## src/rtl/seven_segment_scanner.sv

```systemverilog
`default_nettype none
// ============================================================================
// Module      : seven_segment_scanner
// Description : Time-multiplexed hex driver for a multi-digit common-anode
//               7-segment display with leading-zero blanking and guard time.
// Revision    : 1.0 - initial release
// ============================================================================
module seven_segment_scanner #(
    parameter int DIGITS        = 4,
    parameter int REFRESH_DIV   = 1000,
    parameter int GUARD         = 16,
    parameter int ACTIVE_LOW_AN = 1,
    localparam int IDX_W        = (DIGITS > 1) ? $clog2(DIGITS) : 1
) (
    input  logic                  clk,
    input  logic                  reset,
    input  logic [4*DIGITS-1:0]   value,
    input  logic [DIGITS-1:0]     dp_in,
    input  logic                  load,
    input  logic                  blank_leading,
    input  logic                  enable,
    output logic [6:0]            segments,
    output logic                  dp,
    output logic [DIGITS-1:0]     anodes,
    output logic [IDX_W-1:0]      digit_idx
);

    localparam int                CNT_W      = $clog2(REFRESH_DIV);
    localparam logic [CNT_W-1:0]  c_cnt_last = CNT_W'(REFRESH_DIV - 1);
    localparam logic [CNT_W-1:0]  c_guard    = CNT_W'(GUARD);
    localparam logic [IDX_W-1:0]  c_idx_last = IDX_W'(DIGITS - 1);
    localparam logic [DIGITS-1:0] c_an_off   = (ACTIVE_LOW_AN != 0) ? {DIGITS{1'b1}} : {DIGITS{1'b0}};
    localparam logic [6:0]        c_seg_off  = 7'b1111111;

    logic [4*DIGITS-1:0] shadow_q,    shadow_d;
    logic [DIGITS-1:0]   shadow_dp_q, shadow_dp_d;
    logic [CNT_W-1:0]    cnt_q,       cnt_d;
    logic [IDX_W-1:0]    idx_q,       idx_d;
    logic [6:0]          seg_q,       seg_d;
    logic                dp_q,        dp_d;
    logic [DIGITS-1:0]   an_q,        an_d;

    logic [3:0]          w_nibble;
    logic                w_upper_zero;
    logic                w_blank;
    logic                w_in_guard;
    logic [DIGITS-1:0]   w_onehot;

    // Segment order is g..a, active low.
    function automatic logic [6:0] hex_to_seg(input logic [3:0] h);
        logic [6:0] s;
        case (h)
            4'h0: s = 7'b1000000;
            4'h1: s = 7'b1111001;
            4'h2: s = 7'b0100100;
            4'h3: s = 7'b0110000;
            4'h4: s = 7'b0011001;
            4'h5: s = 7'b0010010;
            4'h6: s = 7'b0000010;
            4'h7: s = 7'b1111000;
            4'h8: s = 7'b0000000;
            4'h9: s = 7'b0010000;
            4'hA: s = 7'b0001000;
            4'hB: s = 7'b0000011;
            4'hC: s = 7'b1000110;
            4'hD: s = 7'b0100001;
            4'hE: s = 7'b0000110;
            default: s = 7'b0001110;
        endcase
        return s;
    endfunction

    always_comb begin
        shadow_d    = shadow_q;
        shadow_dp_d = shadow_dp_q;
        cnt_d       = cnt_q;
        idx_d       = idx_q;
        if (load) begin
            shadow_d    = value;
            shadow_dp_d = dp_in;
        end
        if (enable) begin
            if (cnt_q == c_cnt_last) begin
                cnt_d = '0;
                idx_d = (idx_q == c_idx_last) ? '0 : idx_q + 1'b1;
            end else begin
                cnt_d = cnt_q + 1'b1;
            end
        end
    end

    always_comb begin
        w_nibble     = shadow_q[4*idx_q +: 4];
        w_upper_zero = 1'b1;
        // A digit is a leading zero only if it and every more-significant nibble are zero.
        for (int j = 0; j < DIGITS; j++) begin
            if ((j >= int'(idx_q)) && (shadow_q[4*j +: 4] != 4'h0)) begin
                w_upper_zero = 1'b0;
            end
        end
        w_blank    = blank_leading && (idx_q != '0) && w_upper_zero;
        w_in_guard = (cnt_q < c_guard);
        w_onehot   = DIGITS'(1) << idx_q;

        seg_d = c_seg_off;
        dp_d  = 1'b1;
        an_d  = c_an_off;
        if (enable && !w_in_guard) begin
            an_d  = (ACTIVE_LOW_AN != 0) ? ~w_onehot : w_onehot;
            seg_d = w_blank ? c_seg_off : hex_to_seg(w_nibble);
            dp_d  = ~shadow_dp_q[idx_q];
        end
    end

    always_ff @(posedge clk) begin
        if (reset) begin
            shadow_q    <= '0;
            shadow_dp_q <= '0;
            cnt_q       <= '0;
            idx_q       <= '0;
            seg_q       <= c_seg_off;
            dp_q        <= 1'b1;
            an_q        <= c_an_off;
        end else begin
            shadow_q    <= shadow_d;
            shadow_dp_q <= shadow_dp_d;
            cnt_q       <= cnt_d;
            idx_q       <= idx_d;
            seg_q       <= seg_d;
            dp_q        <= dp_d;
            an_q        <= an_d;
        end
    end

    assign segments  = seg_q;
    assign dp        = dp_q;
    assign anodes    = an_q;
    assign digit_idx = idx_q;

endmodule
`default_nettype wire
```

## config.mk

```make
export PLATFORM = sky130hd
export DESIGN_NAME = seven_segment_scanner
export DESIGN_NICKNAME = d
export VERILOG_FILES = /design/src/rtl/seven_segment_scanner.sv
export SDC_FILE = /design/constraint.sdc
export NUM_CORES = 1
export LEC_CHECK = 0
export BUFFER_PORTS_ARGS = -buffer_cell sky130_fd_sc_hd__buf_4
export CAP_MARGIN = 20
export CORE_MARGIN = 2
export CORE_UTILIZATION = 35
export CTS_BUF_LIST = sky130_fd_sc_hd__clkbuf_8
export CTS_CLUSTER_DIAMETER = 80
export DETAILED_ROUTE_END_ITERATION = 8
export PLACE_DENSITY = 0.5
export SETUP_SLACK_MARGIN = 0.2
export SYNTH_ARGS = -nofsm -noshare
export SYNTH_HDL_FRONTEND = slang
export SYNTH_SLANG_ARGS = --single-unit
```

## constraint.sdc

```tcl
create_clock -name clk -period 6.2 [get_ports clk]
set_input_delay 0.31 -clock clk [delete_from_list [all_inputs] [get_ports clk]]
set_output_delay 0.31 -clock clk [all_outputs]
set_load 0.005 [all_outputs]
```

==> results.yml <==
run_status:
  run_status: "finished clean"
yosys:
  synth_cell_types: 40
  yosys.area.top_type: "dfxtp_1"
  ys_top_cells_by_count: "44 x dfxtp_1, 40 x nor2_1, 23 x mux2i_1"
  ys_seq_elements: 44
  syn_avg_cell_area_um2: 9.796
  synthesis.area_um2: 2126
  ys.flop_type: "dfxtp_1"
  ys_warn_count: 0
  seq_area_frac_synth: 0.4144
  synth.area.top_cells: "dfxtp_1 41%, mux2i_1 11%, ha_1 7.1%, nor2_1 7.1%, mux2i_4 4.2%"
  syn_nets: 254
  syn_inst: 217
  async_flop_share: 0
  yosysMostFrequentCell: "dfxtp_1"
  synth-edff-count: 0
  synth_top_cell_area_share: 0.4144
clocking:
  holdBufCountCts: 0
  clkTransAtPathRegs_ns: 0.08
  clkSinkCount: 44
  cts_tree: "built"
  clk_latency_ns: 0.29
  root_buffer: "clkbuf_8"
  cts_setup_buffers: 0
  ctsResizeCount: 0
  numCtsBuffers: 5
  h-tree-depth: 2
  cts_buffer_depth: 2
placed_design:
  dpl-instance-area_um2: 2460
  io_buffers: 38
  dp_cells: 321
  globalplace.congestion: 0.7774
  dp_hpwl_um: 3105
timing:
  hold_ws_ns: 0.2475
  clock.fmax_mhz: 415.6
  layout_min_cycle_time_ns: 2.406
  fin_skew_ns: 0.005803
  relSlewSlack: 0.4673
  worstMarginPinSlew_ns: 0.7980
  period_share: 0.3881
  tns_ns: 0
  final-hold-violation-count: 0
  slew_viol_final: 0
  setup_viol: 0
  rsz0062_at_grt: "no"
hold_path:
  min_to: "shadow_dp_q[0]"
  hold_path.class: "input pin to flip-flop"
  hold_start: "dp_in[0]"
  hold_path_depth: 3
floorplan:
  fp.coreArea_um2: 5886
  die_x_um: 81.94
  dieArea_um2: 6713
  num_io_pins: 39
  fp.dieH_um: 81.94
  initial_core_util: 0.3612
  rows: 28
critical_path:
  crit_required_ns: 6.43
  rr_startpoint: "digit_idx[0]"
  cp_num_buf_inv: 1
  cpPeakStageDelay_ns: 0.85
  cp_top_family: "flip-flops"
  reg2reg_depth: 7
  crit_slowest_cell: "dfxtp_1"
  critPathMaxFanout: 15
  crit_chain: "mux4_2 -> inv_1 -> ha_1 -> nor3_1 -> a211oi_1 -> a21oi_1 -> o21bai_1"
  worst-setup-path-type: "flip-flop to flip-flop"
  reg2reg_to: "segments[0]"
  arrival_ns: 2.63
  end_kind: "flip-flop"
  r2r_slack_ns: 3.79
  startpoint_type: "flip-flop"
cells_and_area:
  drive_gt1_frac: 0.2253
  multiInputGateArea_um2: 1177
  fillers: 582
  instances_no_fill: 328
  fin_nets: 290
  n_antenna_cell: 0
  final-seq-area_um2: 880.8
  areaGrowthSynthToFinish_pct: 19.36
  final_core_util: 0.4311
  design_area_um2: 2537
global_route:
  grt_pass1_wl_um: 6886
  grt-ovfl-total: 0
  grt_use_total: 0.1360
  grt_pass1_vias: 1413
  grt_max_degree: 26
  antenna_found_initial: 0
detailed_routing:
  postRouteAntennaNets: 0
  drt-pass1-iter-count: 4
  via_count: 1574
  avgRoutedWirePerCell_um: 12.77
  remaining_drc_errors: 0
  wl_um: 4189
  viasPerCell: 4.799
  drt_iter0_drc: 61
power:
  power_density_nw_per_um2: 207.5
  p_leak_uw: 0.001031
  peakVddDrop_uv: 112.4
job:
  cap_violations: 0
## routing by layer
layer,global-route usage,vias to the layer above,wire [µm]
met5,0,-,0
met4,0.05000,0,60
met3,0.03956,6,186
met2,0.1919,29,1784
met1,0.1947,723,2158
li1,-,816,-
## sequential cells by signal (all words and copies together), names as in the netlist
signal       count
anodes           4
segments         7
dp               1
shadow_q        16
digit_idx        2
cnt_q           10
shadow_dp_q      4
## placed cells by master, fill, tap and decap left out, types with 4 or more instances in the layout
cell,n
mux2i_4,4
xor2_1,4
dfxtp_1,44
xnor2_1,7
clkbuf_8,5
mux2i_1,23
buf_4,38
o21ai_0,5
nand3_1,5
nand2_1,16
ha_1,12
nor2_1,40
inv_1,7
a21oi_1,6
nor4_1,5
## report_power, final
group | internal [µW] | switching, µW
Sequential | 292 | 7.92
Clock | 75.0 | 92.4
Combinational | 30.7 | 28.8
Total | 397 | 129
## stage by stage
stage,power [µW],worst slack (ns)
4_1_cts,535.7,3.739
6_report,526.4,3.794
5_1_grt,554.3,3.586
3_3_place_gp,366.3,3.835
3_5_place_dp,366.2,3.756
2_1_floorplan,344.8,4.154
## worst min-delay path: stages
cell	delay (ns)
buf_4	0.07
mux2i_1	0.05
nor2_1	0.07
## how the worst max path moves through the flow
stage / startpoint / endpoint / slack (ns) / cells after the start
3_3_place_gp: digit_idx[0] / segments[0] / 3.83 / 7
4_1_cts: digit_idx[0] / segments[0] / 3.74 / 7
5_1_grt: digit_idx[0] / segments[0] / 3.59 / 7
6_report: digit_idx[0] / segments[0] / 3.79 / 7
3_5_place_dp: digit_idx[0] / segments[0] / 3.76 / 7
2_1_floorplan: digit_idx[0] / segments[5] / 4.15 / 6
## cell families (layout without fill, tap and decap cells)
kind of cell | count (synthesis) | count (layout) | synth area share
mux | 33 | 33 | 0.2025
simple gates | 80 | 80 | 0.1725
compound gates | 22 | 22 | 0.06298
buf+inv | 15 | 51 | 0.03178
fa+ha+maj | 12 | 12 | 0.07063
flops | 44 | 44 | 0.4144
xor+xnor | 11 | 11 | 0.04532
## area by class of cell
type,instances,area share
Multi-Input combinational cell,158,0.4640
Sequential cell,44,0.3471
Timing Repair Buffer,38,0.1124
Tap cell,75,0.03698
Clock buffer,5,0.02712
Inverter,6,0.008876
Clock inverter,2,0.003452
Power figures use the tool's default switching activity.
